<file path="src/rtl/panda_input_pkg.sv">
// Shared types and helpers for the panda input conditioner.
// Debounce FSM state encoding, channel limit and counter width function.
package panda_input_pkg;

    localparam int unsigned MAX_INPUTS = 32;

    typedef enum logic [1:0] {
        STABLE_LO,
        CHK_HI,
        STABLE_HI,
        CHK_LO
    } deb_state_t;

    // Counter holds 0..cycles, so it needs enough bits for cycles itself.
    function automatic int unsigned debounce_w(input int unsigned cycles);
        return $clog2(cycles + 1);
    endfunction

endpackage

</file>
<file path="src/rtl/panda_debounce_channel.sv">
// One input channel: 2-flop synchroniser, debounce FSM/counter and registered pulses.
// accept_rise/accept_fall flag the edge on which a change is accepted.
module panda_debounce_channel
    import panda_input_pkg::*;
#(
    parameter int unsigned DEBOUNCE_CYCLES = 50000
) (
    input  logic clk,
    input  logic rst_n,
    input  logic raw_in,
    output logic rise_pulse,
    output logic fall_pulse,
    output logic accept_rise,
    output logic accept_fall
);

    localparam int unsigned CNT_W = debounce_w(DEBOUNCE_CYCLES);
    localparam logic [CNT_W-1:0] CNT_MAX = CNT_W'(DEBOUNCE_CYCLES);
    localparam logic [CNT_W-1:0] CNT_ONE = CNT_W'(1);

    logic             sync_q1;
    logic             sync_q2;
    deb_state_t       state_q;
    logic [CNT_W-1:0] cnt_q;

    always_ff @(posedge clk or negedge rst_n) begin
        if (!rst_n) begin
            sync_q1 <= 1'b0;
            sync_q2 <= 1'b0;
        end else begin
            sync_q1 <= raw_in;
            sync_q2 <= sync_q1;
        end
    end

    // Strobes derive from registered state only, never from raw_in.
    always_comb begin
        accept_rise = (state_q == CHK_HI) && sync_q2 && (cnt_q == CNT_MAX);
        accept_fall = (state_q == CHK_LO) && !sync_q2 && (cnt_q == CNT_MAX);
    end

    always_ff @(posedge clk or negedge rst_n) begin
        if (!rst_n) begin
            state_q    <= STABLE_LO;
            cnt_q      <= '0;
            rise_pulse <= 1'b0;
            fall_pulse <= 1'b0;
        end else begin
            rise_pulse <= 1'b0;
            fall_pulse <= 1'b0;
            case (state_q)
                STABLE_LO: begin
                    if (sync_q2) begin
                        state_q <= CHK_HI;
                        cnt_q   <= CNT_ONE;
                    end
                end
                CHK_HI: begin
                    if (!sync_q2) begin
                        state_q <= STABLE_LO;
                        cnt_q   <= '0;
                    end else if (cnt_q == CNT_MAX) begin
                        state_q    <= STABLE_HI;
                        cnt_q      <= '0;
                        rise_pulse <= 1'b1;
                    end else begin
                        cnt_q <= cnt_q + 1'b1;
                    end
                end
                STABLE_HI: begin
                    if (!sync_q2) begin
                        state_q <= CHK_LO;
                        cnt_q   <= CNT_ONE;
                    end
                end
                CHK_LO: begin
                    if (sync_q2) begin
                        state_q <= STABLE_HI;
                        cnt_q   <= '0;
                    end else if (cnt_q == CNT_MAX) begin
                        state_q    <= STABLE_LO;
                        cnt_q      <= '0;
                        fall_pulse <= 1'b1;
                    end else begin
                        cnt_q <= cnt_q + 1'b1;
                    end
                end
                default: begin
                    state_q <= STABLE_LO;
                    cnt_q   <= '0;
                end
            endcase
        end
    end

endmodule

</file>
<file path="src/rtl/panda_input_conditioner.sv">
// Multi-channel board input conditioner: synchronise, debounce, edge-detect per pin.
// Optional per-channel toggle behaviour enabled by defining PANDA_INPUT_TOGGLE_EN.
module panda_input_conditioner
    import panda_input_pkg::*;
#(
    parameter int unsigned NUM_INPUTS      = 4,
    parameter int unsigned DEBOUNCE_CYCLES = 50000
) (
    input  logic                  clk,
    input  logic                  rst_n,
    input  logic [NUM_INPUTS-1:0] raw_in,
`ifdef PANDA_INPUT_TOGGLE_EN
    input  logic [NUM_INPUTS-1:0] toggle_mode,
`endif
    output logic [NUM_INPUTS-1:0] level_out,
    output logic [NUM_INPUTS-1:0] rise_pulse,
    output logic [NUM_INPUTS-1:0] fall_pulse
);

    logic [NUM_INPUTS-1:0] accept_rise;
    logic [NUM_INPUTS-1:0] accept_fall;
    logic [NUM_INPUTS-1:0] level_q;
`ifdef PANDA_INPUT_TOGGLE_EN
    logic [NUM_INPUTS-1:0] tog_latch_q;
`endif

    for (genvar i = 0; i < NUM_INPUTS; i++) begin : g_chan
        panda_debounce_channel #(
            .DEBOUNCE_CYCLES(DEBOUNCE_CYCLES)
        ) u_chan (
            .clk        (clk),
            .rst_n      (rst_n),
            .raw_in     (raw_in[i]),
            .rise_pulse (rise_pulse[i]),
            .fall_pulse (fall_pulse[i]),
            .accept_rise(accept_rise[i]),
            .accept_fall(accept_fall[i])
        );
    end

    // Level register updates on the same edge as the channel pulses.
    always_ff @(posedge clk or negedge rst_n) begin
        if (!rst_n) begin
            level_q <= '0;
`ifdef PANDA_INPUT_TOGGLE_EN
            tog_latch_q <= '0;
`endif
        end else begin
            for (int unsigned i = 0; i < NUM_INPUTS; i++) begin
`ifdef PANDA_INPUT_TOGGLE_EN
                // Mode is captured at each accepted rise and governs the following fall.
                if (accept_rise[i]) begin
                    level_q[i]     <= toggle_mode[i] ? ~level_q[i] : 1'b1;
                    tog_latch_q[i] <= toggle_mode[i];
                end else if (accept_fall[i] && !tog_latch_q[i]) begin
                    level_q[i] <= 1'b0;
                end
`else
                if (accept_rise[i]) begin
                    level_q[i] <= 1'b1;
                end else if (accept_fall[i]) begin
                    level_q[i] <= 1'b0;
                end
`endif
            end
        end
    end

    assign level_out = level_q;

endmodule

</file>
<file path="config.mk">
export PLATFORM = sky130hd
export DESIGN_NAME = panda_input_conditioner
export DESIGN_NICKNAME = d
export VERILOG_FILES = /design/src/rtl/panda_input_pkg.sv /design/src/rtl/panda_debounce_channel.sv /design/src/rtl/panda_input_conditioner.sv
export SDC_FILE = /design/constraint.sdc
export NUM_CORES = 1
export LEC_CHECK = 0
export ABC_AREA = 1
export CAP_MARGIN = 20
export CORE_MARGIN = 1
export CORE_UTILIZATION = 50
export DETAILED_ROUTE_END_ITERATION = 10
export GPL_TIMING_DRIVEN = 0
export PLACE_DENSITY = 0.67
export SLEW_MARGIN = 30
export SYNTH_ARGS = -nofsm -noshare
export SYNTH_HDL_FRONTEND = slang
export SYNTH_HIERARCHICAL = 1
export SYNTH_SLANG_ARGS = --single-unit
</file>
<file path="constraint.sdc">
create_clock -name clk -period 4.29 [get_ports clk]
set_input_delay 0.429 -clock clk [delete_from_list [all_inputs] [get_ports clk]]
set_output_delay 0.429 -clock clk [all_outputs]
set_load 0.03 [all_outputs]
</file>
Yosys cells after proc, flatten, opt, wreduce, memory -nomap -nowiden

Cells that the tools add are included.

Flip-flop bits (word level): 92
Latch bits: 0
Bits in writable memories: 0
Memory bits (read-only): 0
Input bits: 6
Output and inout port bits: 12
Memories kept: 0

Add/sub/neg operators: 4
Multiply operators: 0
Div/mod/pow operators: 0
$lt $le $gt $ge: 0
Equality and inequality tests: 32
Shift-type cells: 0
Muxes and demuxes: 80
Bitwise gates (word level): 0
Reductions and logical operators: 36

Operators by type and width:

| cell                    | count |
|---|---|
| $mux W16                | 20 |
| $pmux W16 S4            | 4 |
| $add A16 B1 Y16 const B | 4 |
| $eq A16 B16 Y1 const B  | 4 |
| $mux W2                 | 24 |
| $pmux W2 S4             | 4 |
| $mux W1                 | 28 |
| $eq A2 B2 Y1 const B    | 8 |
| $logic_and A1 B1 Y1     | 16 |
| $reduce_and A4 Y1       | 4 |
| $ne A3 B2 Y1 const B    | 4 |
| $ne A3 B3 Y1 const B    | 4 |
| $eq A2 B1 Y1 const B    | 4 |
| $logic_not A2 Y1        | 4 |
| $ne A2 B1 Y1 const B    | 4 |
| $ne A2 B2 Y1 const B    | 4 |
| $reduce_and A2 Y1       | 4 |
| $reduce_bool A2 Y1      | 4 |
| $logic_not A1 Y1        | 4 |

Longest topological paths before layout

Depth in word-level cells: 5
Gate-level depth with buffers: 11
Depth with buffers taken out: 11

Cells and area by module

Netlist, hierarchy kept.

By module, submodules not included:

| module                                         | instances | cells each | area each (um^2) |
|---|---|---|---|
| panda_debounce_channel at g_chan[0].u_chan ... | 3         | 193        | 1412.6 |
| panda_debounce_channel at g_chan[3].u_chan     | 1         | 192        | 1358.8 |
| panda_input_conditioner                        | 1         | 20         | 160.2 |

Worst setup path before layout

No wires, ideal clock.

Path kind: reg-to-reg
Start point: reg g_chan[3].u_chan.cnt_q[0]
End point: reg level_q[3] (netlist: level_out[3])
Setup time: 118 ps
Arrival time: 1308 ps
Data required time: 4172 ps
Path slack: 2864 ps
Stages on the path, launching flop included: 12
Clock period less this slack: 1426 ps
Cells stage by stage: dfrtp_1 inv_1 ha_1 nand2_1 inv_1 nand2_1 nor2_2 nand4_1 nor2_1 inv_1 nand2_1 nand2_1

Word-level cells in the longest chain between the ends: 3

Ends and longest elaborated chain:

| item                                | line                          | text |
|---|---|---|
| start, declared                     | panda_debounce_channel.sv:24  | `logic [CNT_W-1:0] cnt_q;` |
| start signal, assigned              | panda_debounce_channel.sv:67  | `cnt_q <= cnt_q + 1'b1;` |
| start signal, assigned              | panda_debounce_channel.sv:85  | `cnt_q <= cnt_q + 1'b1;` |
| $eq A16 B16 Y1                      | panda_debounce_channel.sv:39  | `accept_fall = (state_q == CHK_LO) && !sync_q2 && (cnt_q == CNT_MAX);` |
| $logic_and A1 B1 Y1                 | panda_debounce_channel.sv:39  |  |
| net accept_fall[3]                  | panda_input_conditioner.sv:21 | `logic [NUM_INPUTS-1:0] accept_fall;` |
| $reduce_bool A2 Y1 (no source line) | n/a                           |  |
| end signal, assigned                | panda_input_conditioner.sv:44 | `level_q <= '0;` |
| end signal, assigned by index       | panda_input_conditioner.sv:60 | `level_q[i] <= 1'b1;` |
| end signal, assigned by index       | panda_input_conditioner.sv:62 | `level_q[i] <= 1'b0;` |
| end, declared                       | panda_input_conditioner.sv:22 | `logic [NUM_INPUTS-1:0] level_q;` |

The timed path passes the listed nets, and every way through them passes these cells.
A chain may end at the register's enable or synchronous reset.

Worst setup path after layout

Start point: reg level_q[2] (netlist: level_out[2])
End point: out level_out[2]

RTL lines:

| item          | line                          | text |
|---|---|---|
| end, declared | panda_input_conditioner.sv:15 | `output logic [NUM_INPUTS-1:0] level_out,` |

No word-level cell between the ends.

==> impl_metrics.csv <==
group,metric,value,unit
global_routing,grt_pass1_wl,20900,um
layout,fin_nets,835,
die,dieHeight,109,um
drt,routed_via_density,5.04,
cts,numCtsBuffers,9,
min_path,whs_path_depth,0,
layout,final_area,6420,um^2
drt,wl_per_cell,12.0,um
layout,area_growth,11.6,%
worst_setup_path,cp.required,3860,ps
timing,hold_violations,0,
cts,worst_setup_hold_path_clk_slew,60,ps
timing,fin_crit,1820,ps
drt,ant_nets,0,
cts,clkSinkCount,92,
worst_setup_path,r2r_cells,11,
layout,diodes,0,
die,ios,18,
min_path,hold_end,"g_chan[0].u_chan/sync_q2$_DFF_PN0_",
die,row_count,38,
synth,synth_area_per_cell,7.28,um^2
layout,fillCellCount,1029,
die,initial_utilization,52.2,%
worst_setup_path,critPathLaunchType,"flop",
drt,drtIter0Drc,177,
timing,worst_pin_slew,349,ps
cts,cts-root-buf,"clkbuf_16",
worst_setup_path,cp_cell_sequence,"clkdlybuf4s50_1",
pwr,peakVddDrop,0.000204,V
place,place.detailed.hpwl,8550,um
synth,ys_seq_area_share,40.0,%
die,design.die.area,11900,um^2
die,core_area,11000,um^2
place,io_buffers,17,
synth,syn_nets,805,
pwr,power.density,280,nW/um^2
pwr,total_power,1.80,mW
place,dp.cells,949,
global_routing,grt_pass1_vias,4650,
run,maxCapViolCount,0,
synth,synth_cells,791,
worst_setup_path,reg2reg_from,"g_chan[3].u_chan/cnt_q[0]$_DFFE_PN0P_",
layout,fin_cells,966,
drt,drt-total-wl,11600,um
drt,drc,0,
min_path,min_path_type,"reg -> reg",
worst_setup_path,path_class,"reg -> out",
pwr,p_leak,2.88,nW
layout,utilization,58.2,%
global_routing,grt_start_max_net_pins,69,
cts,clockBufferDepth,2,
worst_setup_path,cp_max_fo,2,
worst_setup_path,crit_buf_inv,1,
worst_setup_path,crit_path_end_kind,"primary output",
layout,drive_gt1_share,18.8,%
cts,insertion_delay,340,ps
synth,yosys_warnings,6,
place,gp_congestion,0.905,
min_path,hold_path_startpoint,"g_chan[0].u_chan/sync_q1$_DFF_PN0_",
place,placed_cell_area,6130,um^2
synth,yosysUniqueCellTypes,23,
cts,cts_resized,0,
synth,syn_area,5760,um^2
layout,mostFrequentLayoutCell,"nand2_1",
worst_setup_path,cpPeakStageDelay,680,ps
synth,synthFlopType,"dfrtp_1",
layout,final_cell_mix,"nand2_1 (264), nor2_1 (96), dfrtp_1 (92)",
drt,drt_first_pass_iters,4,
run_status,outcome,"completed",
worst_setup_path,path_delay_family,"buffers and inverters",
die,die_width,109,um
worst_setup_path,worst-r2r-setup-slack,2680,ps
timing,setup-violations-final,0,
timing,skew,9.08,ps
worst_setup_path,reg2reg_to,"level_out[3]$_DFFE_PN0P_",
timing,slew_violations,0,
global_routing,grt_antenna_before_repair,0,
cts,htreeDepth,3,
timing,period_share,42.3,%
global_routing,grt-ovfl-total,0,
timing,setup-tns-final,0,ps
drt,vias,4873,
synth,async_flop_share,100,%
timing,rsz0062_at_grt,"no",
synth,ys_ff_latch,92,
worst_setup_path,slowest_stage,"clkdlybuf4s50_1",
synth,synth_edf_count,0,
cts,cts_tree,"built",
timing,max_freq,551,MHz
worst_setup_path,crit_arrival,1390,ps
timing,relSlewSlack,76.7,%
global_routing,grt_usage,22.1,%
## synth_stat cells (all sizes together), types with 6 or more instances
master	count	area share [%]
o21ai	23	2.0
ha	8	1.7
nor2	118	9.3
xor2	6	0.91
nand4	18	2.0
nand2	315	23
dfrtp	92	40
nand3	87	11
xnor2	7	1.1
o21bai	11	1.4
inv	91	5.9
buf	12	1.9
## cell type report
cell class	count	area, um^2	share of cell area, %
multi-input cells	595	3000	46.7
well taps	140	175	2.73
inverters	92	345	5.38
plain buffers	12	111	1.73
clock inverters	1	5.00	0.0779
clock buffers	15	278	4.32
repair buffers	19	209	3.25
flip-flops and latches	92	2300	35.8
## stage by stage
stage                     setup WS, ps  hold WS, ps
after CTS                         2450          344
after floorplan                   2860          133
final                             2470          338
after detailed placement          2690          309
after global placement            -668          334
after global routing              2420          352
## cell families (layout without fill, tap and decap cells)
| family | count (synthesis) | in the layout | synth area share [%] |
|---|---|---|---|
| AND/OR/NAND/NOR | 538 | 538 | 44.7 |
| buffers and inverters | 104 | 139 | 7.93 |
| flip-flops | 92 | 92 | 40.0 |
| AO/OA/AOI/OAI | 36 | 36 | 3.69 |
| XOR/XNOR | 13 | 13 | 1.98 |
| adder cells (fa/ha/maj) | 8 | 8 | 1.74 |
## how the worst max path moves through the flow
stage / from / to / cells past startpoint
floorplan: g_chan[3].u_chan/cnt_q[0]$_DFFE_PN0P_ / level_out[3]$_DFFE_PN0P_ / 11
global placement: rst_n / g_chan[3].u_chan/cnt_q[9]$_DFFE_PN0P_ / 1
detailed placement: g_chan[3].u_chan/cnt_q[0]$_DFFE_PN0P_ / level_out[3]$_DFFE_PN0P_ / 11
CTS: level_out[2]$_DFFE_PN0P_ / level_out[2] / 1
global route: level_out[2]$_DFFE_PN0P_ / level_out[2] / 1
finish: level_out[2]$_DFFE_PN0P_ / level_out[2] / 1
## sequential cells by signal, summed over array words and instances (netlist names), named ones only
signal and count:
g_chan.u_chan/sync_q1 4, g_chan.u_chan/rise_pulse 4, g_chan.u_chan/sync_q2 4, level_out 4, g_chan.u_chan/state_q 4, g_chan.u_chan/fall_pulse 4, g_chan.u_chan/cnt_q 64
## where the power goes
group	switching (mW)	total [mW]	internal [mW]
Sequential	0.0195	0.905	0.885
Clock	0.326	0.767	0.441
Combinational	0.0811	0.130	0.0486
## per-layer routing
metal	up-vias	GRT usage, %	share of wire [%]
li1	2531	-	-
met1	2269	28.9	48
met2	61	36.9	47
met3	12	4.03	3.8
met4	0	7.43	1.5
met5	-	0	0
## worst register-to-register path: cells and delay by family (launching register included)
family        cells  cell delay, ps
simple gates      7             680
flops             1             410
fa+ha+maj         1             180
buf+inv           3             230
## timing repair
action,4_1_cts,5_1_grt
endpoints found under the hold margin,24,0
endpoints found under the setup margin,0,0
hold buffers,1,0
setup buffers,0,0
Note: power is estimated with default switching activity, not from simulation.
